## src/rtl/lsu_ctrl.sv

```systemverilog
// Load/store control stage in front of the data memory: checks each request,
// drives aligned address / lane strobes / replicated data, and returns extended load data.
module lsu_ctrl #(
    parameter int DM_ADDRESS = 9,
    parameter int DATA_W     = 32,
    parameter int MEM_LAT    = 1
) (
    input  logic              clk,
    input  logic              reset,
    input  logic              req_valid,
    output logic              req_ready,
    input  logic              req_read,
    input  logic              req_write,
    input  logic [31:0]       req_addr,
    input  logic [2:0]        req_funct3,
    input  logic [DATA_W-1:0] req_wdata,
    output logic              resp_valid,
    output logic [DATA_W-1:0] resp_rdata,
    output logic              resp_fault,
    output logic [1:0]        resp_cause,
    output logic [31:0]       mem_addr,
    output logic              mem_re,
    output logic [3:0]        mem_wr,
    output logic [DATA_W-1:0] mem_wdata,
    input  logic [DATA_W-1:0] mem_rdata
);

    localparam int CNT_W = (MEM_LAT < 2) ? 1 : $clog2(MEM_LAT + 1);

    typedef enum logic [2:0] {S_IDLE, S_ISSUE, S_WAIT, S_RESP, S_FAULT} state_t;

    state_t state, state_next;

    logic              is_load_q;
    logic [2:0]        funct3_q;
    logic [1:0]        byte_off_q;
    logic [3:0]        wr_mask_q;
    logic [1:0]        cause_q;
    logic [CNT_W-1:0]  cnt_q;
    logic [DATA_W-1:0] load_data_q;
    logic [31:0]       mem_addr_q;
    logic [DATA_W-1:0] mem_wdata_q;

    logic              illegal, misaligned, out_of_range, fault;
    logic [1:0]        cause;
    logic [3:0]        lane_mask;
    logic [DATA_W-1:0] wdata_repl;
    logic [7:0]        rd_byte;
    logic [15:0]       rd_half;
    logic [DATA_W-1:0] load_ext;

    // Request checks, evaluated on the raw request at the accept edge.
    // NOTE: every always_comb output gets a default first so no latch is inferred.
    always_comb begin
        illegal      = 1'b0;
        misaligned   = 1'b0;
        out_of_range = |req_addr[31:DM_ADDRESS];
        if (req_read == req_write)
            illegal = 1'b1;
        else if (req_read)
            illegal = !(req_funct3 inside {3'b000, 3'b001, 3'b010, 3'b100, 3'b101});
        else
            illegal = !(req_funct3 inside {3'b000, 3'b001, 3'b010});
        if (req_funct3[1:0] == 2'b01)
            misaligned = req_addr[0];
        else if (req_funct3[1:0] == 2'b10)
            misaligned = (req_addr[1:0] != 2'b00);
        fault = illegal || misaligned || out_of_range;
        cause = illegal ? 2'd3 : misaligned ? 2'd1 : out_of_range ? 2'd2 : 2'd0;
    end

    always_comb begin
        lane_mask  = 4'b1111;
        wdata_repl = req_wdata;
        case (req_funct3[1:0])
            2'b00: begin
                lane_mask  = 4'b0001;
                wdata_repl = {4{req_wdata[7:0]}};
            end
            2'b01: begin
                lane_mask  = 4'b0011;
                wdata_repl = {2{req_wdata[15:0]}};
            end
            default: ;
        endcase
        lane_mask = lane_mask << req_addr[1:0];
    end

    always_comb begin
        rd_byte  = mem_rdata[{byte_off_q, 3'b000} +: 8];
        rd_half  = mem_rdata[{byte_off_q[1], 4'b0000} +: 16];
        load_ext = mem_rdata;
        case (funct3_q)
            3'b000:  load_ext = {{(DATA_W-8){rd_byte[7]}}, rd_byte};
            3'b100:  load_ext = {{(DATA_W-8){1'b0}}, rd_byte};
            3'b001:  load_ext = {{(DATA_W-16){rd_half[15]}}, rd_half};
            3'b101:  load_ext = {{(DATA_W-16){1'b0}}, rd_half};
            default: ;
        endcase
    end

    always_comb begin
        state_next = state;
        case (state)
            S_IDLE:  if (req_valid) state_next = fault ? S_FAULT : S_ISSUE;
            S_ISSUE: state_next = is_load_q ? S_WAIT : S_RESP;
            S_WAIT:  if (cnt_q == CNT_W'(1)) state_next = S_RESP;
            S_RESP:  state_next = S_IDLE;
            S_FAULT: state_next = S_IDLE;
            default: state_next = S_IDLE;
        endcase
    end

    // NOTE: sequential state uses non-blocking assignments so every register samples pre-edge values.
    always_ff @(posedge clk) begin
        if (reset) begin
            state       <= S_IDLE;
            is_load_q   <= 1'b0;
            funct3_q    <= '0;
            byte_off_q  <= '0;
            wr_mask_q   <= '0;
            cause_q     <= '0;
            cnt_q       <= '0;
            load_data_q <= '0;
            mem_addr_q  <= '0;
            mem_wdata_q <= '0;
        end else begin
            state <= state_next;
            case (state)
                S_IDLE: if (req_valid) begin
                    is_load_q   <= req_read;
                    funct3_q    <= req_funct3;
                    byte_off_q  <= req_addr[1:0];
                    wr_mask_q   <= lane_mask;
                    cause_q     <= cause;
                    load_data_q <= '0;
                    // Faulting requests never touch the memory-side registers.
                    if (!fault) begin
                        mem_addr_q <= {req_addr[31:2], 2'b00};
                        if (req_write) mem_wdata_q <= wdata_repl;
                    end
                end
                S_ISSUE: if (is_load_q) cnt_q <= CNT_W'(MEM_LAT);
                S_WAIT: begin
                    cnt_q <= cnt_q - CNT_W'(1);
                    if (cnt_q == CNT_W'(1)) load_data_q <= load_ext;
                end
                default: ;
            endcase
        end
    end

    assign req_ready  = (state == S_IDLE);
    assign resp_valid = (state == S_RESP) || (state == S_FAULT);
    assign resp_fault = (state == S_FAULT);
    assign resp_cause = (state == S_FAULT) ? cause_q : 2'd0;
    assign resp_rdata = (state == S_RESP) ? load_data_q : '0;
    assign mem_re     = (state == S_ISSUE) && is_load_q;
    assign mem_wr     = ((state == S_ISSUE) && !is_load_q) ? wr_mask_q : 4'b0000;
    assign mem_addr   = mem_addr_q;
    assign mem_wdata  = mem_wdata_q;

endmodule

```

## config.mk

```make
export PLATFORM = sky130hd
export DESIGN_NAME = lsu_ctrl
export DESIGN_NICKNAME = d
export VERILOG_FILES = /design/src/rtl/lsu_ctrl.sv
export SDC_FILE = /design/constraint.sdc
export NUM_CORES = 1
export LEC_CHECK = 0
export BUFFER_PORTS_ARGS = -buffer_cell sky130_fd_sc_hd__buf_2
export CAP_MARGIN = 20
export CORE_MARGIN = 5
export CORE_UTILIZATION = 40
export DETAILED_ROUTE_END_ITERATION = 6
export PLACE_DENSITY = 0.68
export RECOVER_POWER = 25
export SLEW_MARGIN = 20
export SYNTH_ARGS = -nofsm -noshare
export SYNTH_HDL_FRONTEND = slang
export SYNTH_SLANG_ARGS = --single-unit
```

## constraint.sdc

```tcl
create_clock -name clk -period 2.5 [get_ports clk]
set_clock_uncertainty 0.1 [all_clocks]
set_input_delay 0.5 -clock clk [delete_from_list [all_inputs] [get_ports clk]]
set_output_delay 0.5 -clock clk [all_outputs]
set_load 0.02 [all_outputs]
```

==> impl_metrics.ini <==
[drt]
drt_first_iter_violations = 206
dr.pass1.iters = 5
vias = 4850
drc_errors = 0
wl_per_cell_um = 15.73
avgViaCountPerCell = 5.138
ant_nets = 0
wirelength_mm = 14.85

[floorplanning]
dieWidth_um = 123.1
num_rows = 41
start_util_pct = 40.73
coreArea_mm2 = 0.01257
die_area_mm2 = 0.01516
ios = 210
die_height_um = 123.1

[clocking]
cts_buffers = 9
holdBufCountCts = 0
htreeDepth = 3
ctsRootBufferMaster = clkbuf_16
cts_tree = yes
insertion_delay_ps = 350
clockBufferDepth = 2
clk_pin_slew_worst_paths_ps = 70
clkSinkCount = 110

[worst_setup_path]
critPathLaunchType = flop
cp_slowest_cell = dfxtp_1
cp_cell_sequence = nand2_1 -> nor2_1 -> buf_4 -> and2_1 -> buf_2
setup.worst_path.class = flop to primary output
cp_max_fo = 32
reg2reg_from = state[2]
critPathLaunch = state[0]
cp_data_required_time_ps = 1900
path_buf_inv = 2
cp_top_family = flip-flops
end_kind = primary output
arrival_ps = 1740
cpPeakStageDelay_ps = 470

[pwr]
switchingPower_mw = 0.9049
finalPower_mw = 3.558
comb_power_share_pct = 10.9
p_sw_share_pct = 25.43
clkPwrFrac_pct = 39.1
p_leak_nw = 2.715
pwr_density_cell_mw_per_mm2 = 542.3
ir_drop_v = 0.0002602
seq_power_share_pct = 50.0
p_int_mw = 2.653

[logic_synthesis]
ys_ff_latch = 110
synth_edf_count = 0
ys.flop_type = dfxtp_1
async_flop_share_pct = 0
synth.distinct_cells = 46
synth_area_leader_cell = dfxtp_1
synth_top_area_share_pct = 43.02
syn_inst = 573
postSynthAreaPerCell_um2 = 8.933
ys_top_cells_by_area = dfxtp_1, mux2i_1, and2_1, mux2_2, a21oi_1
ys_seq_area_share_pct = 43.02
ys_warn_count = 0
netlist_area_mm2 = 0.005119

[layout]
drive_gt1_share_pct = 28.63
antenna_cells = 0
n_fill_cell = 1208
area_growth_pct = 28.18
final_cells = 944
layout.nets = 871

[timing]
hold_viol_final = 0
finalSetupViolCount = 0
drv_slew = 0
fin_ws_ps = 155.9
clock.fmax_ghz = 0.4266
slew_headroom_pct = 45.36
finalSetupTns_ps = 0
grt_setup_unrepaired = no
worst_slew_pin_slew_ps = 819.2
period_needed_ps = 2344
period_share_pct = 93.76

[placed_design]
post-place-cells = 928
io_buffers = 207
hpwl_mm = 11.63
gp_congestion = 0.9273
post-place-ws_ps = -95.64

[min_path]
min_path_type = input pin to flop
hold_path.startpoint = req_addr[5]

[global_routing]
grt_pass1_wl_mm = 23.29
grt_max_degree = 52
grtUsageTotal_pct = 19.29
grt-ovfl-total = 0
grt_pass1_vias = 4718
antenna_found_initial = 1

[job]
maxCapViolCount = 0

[status]
outcome = completed
-- tightest hold or removal path: stages --
cell,delay (ps)
buf_2,80
nand4b_1,80
o21ai_0,70
-- final timing paths --
| check | depth (start not counted) | endpoint | slack, ps |
|---|---|---|---|
| hold / removal | 3 | mem_addr[5] | 320 |
| setup / recovery | 5 | resp_rdata[23] | 160 |
| setup reg to reg | 6 | mem_wdata[14] | 320 |
| hold reg to reg | 2 | load_data_q[2] | 330 |
-- repair_timing --
item,CTS,global route
setup buffers,0,0
endpoints found under the setup margin,0,25
endpoints found under the hold margin,0,0
gates resized for setup,0,1
-- per-stage QoR --
stage	area (um2)	hold slack (ps)	util, %
detailed placement	6329	322.0	50.35
floorplan	5122	307.1	-
global route	6561	326.2	52.21
CTS	6620	310.2	52.67
global placement	6329	317.8	50.35
finish	6561	316.6	52.21
-- cell usage in the layout (no fill, tap or decap), types with 21 or more instances in the layout --
master and n:
buf_2 156, dfxtp_1 109, and2_1 61, nor2_1 52, nand2_1 51, clkbuf_1 51, mux2i_1 42, a21oi_1 38
o21ai_0 21
-- cell families (layout without fill, tap and decap cells) --
family / count (synthesis) / count (layout) / synth area share (%)
simple gates: 231 / 231 / 24.08
compound gates: 120 / 120 / 15.23
flops: 110 / 110 / 43.02
mux: 62 / 62 / 13.05
buf+inv: 47 / 245 / 4.204
xor+xnor: 2 / 2 / 0.3423
other cells: 1 / 2 / 0.07326
-- registers in the layout, summed over array words and instances, names as in the netlist --
signal / flops
byte_off_q: 2
cause_q: 2
cnt_q: 1
funct3_q: 3
is_load_q: 1
load_data_q: 32
mem_addr: 30
mem_wdata: 32
state: 3
wr_mask_q: 4
-- layout make-up --
class,instances,area (um2),area share [%]
repair buffers,227,1135,17.30
well taps,172,215.2,3.280
multi-input cells,417,2709,41.29
flip-flops and latches,110,2203,33.58
clock buffers,10,239.0,3.642
inverters,2,7.507,0.1144
clock inverters,6,52.55,0.8009
-- synth_stat cells, types with 2 or more instances --
cell type / instances
nor2_1: 52
o22ai_1: 8
mux4_2: 2
dfxtp_1: 110
mux2i_1: 42
buf_4: 2
nand2b_1: 19
a21oi_1: 39
buf_6: 4
nor2b_1: 9
mux2_2: 18
xnor2_1: 2
nor3_1: 11
clkbuf_1: 36
a22o_1: 6
o221ai_1: 5
nand2_1: 51
o21ai_0: 22
nor3b_1: 2
buf_1: 2
a32o_1: 3
or2_2: 2
o2111ai_1: 4
a22oi_1: 17
a31oi_1: 5
nand4b_1: 7
nor4_1: 5
and2_0: 3
inv_1: 2
a211oi_1: 7
and2_1: 61
-- power groups by stage --
stage	Combinational [mW]	Clock, mW	Sequential (mW)
floorplan	0.224	0	1.81
global placement	0.375	0	1.82
detailed placement	0.382	0	1.82
CTS	0.385	1.43	1.78
global route	0.426	1.51	1.78
finish	0.387	1.39	1.78
-- per-layer routing --
metal	wire length (um)	part of all wire [%]	GRT usage, %
met5	7	0.047	0
met4	260	1.8	6.920
met3	1311	8.8	5.901
met2	7310	49	31.33
met1	5956	40	24.21
Note: power is estimated with default switching activity, not from simulation.
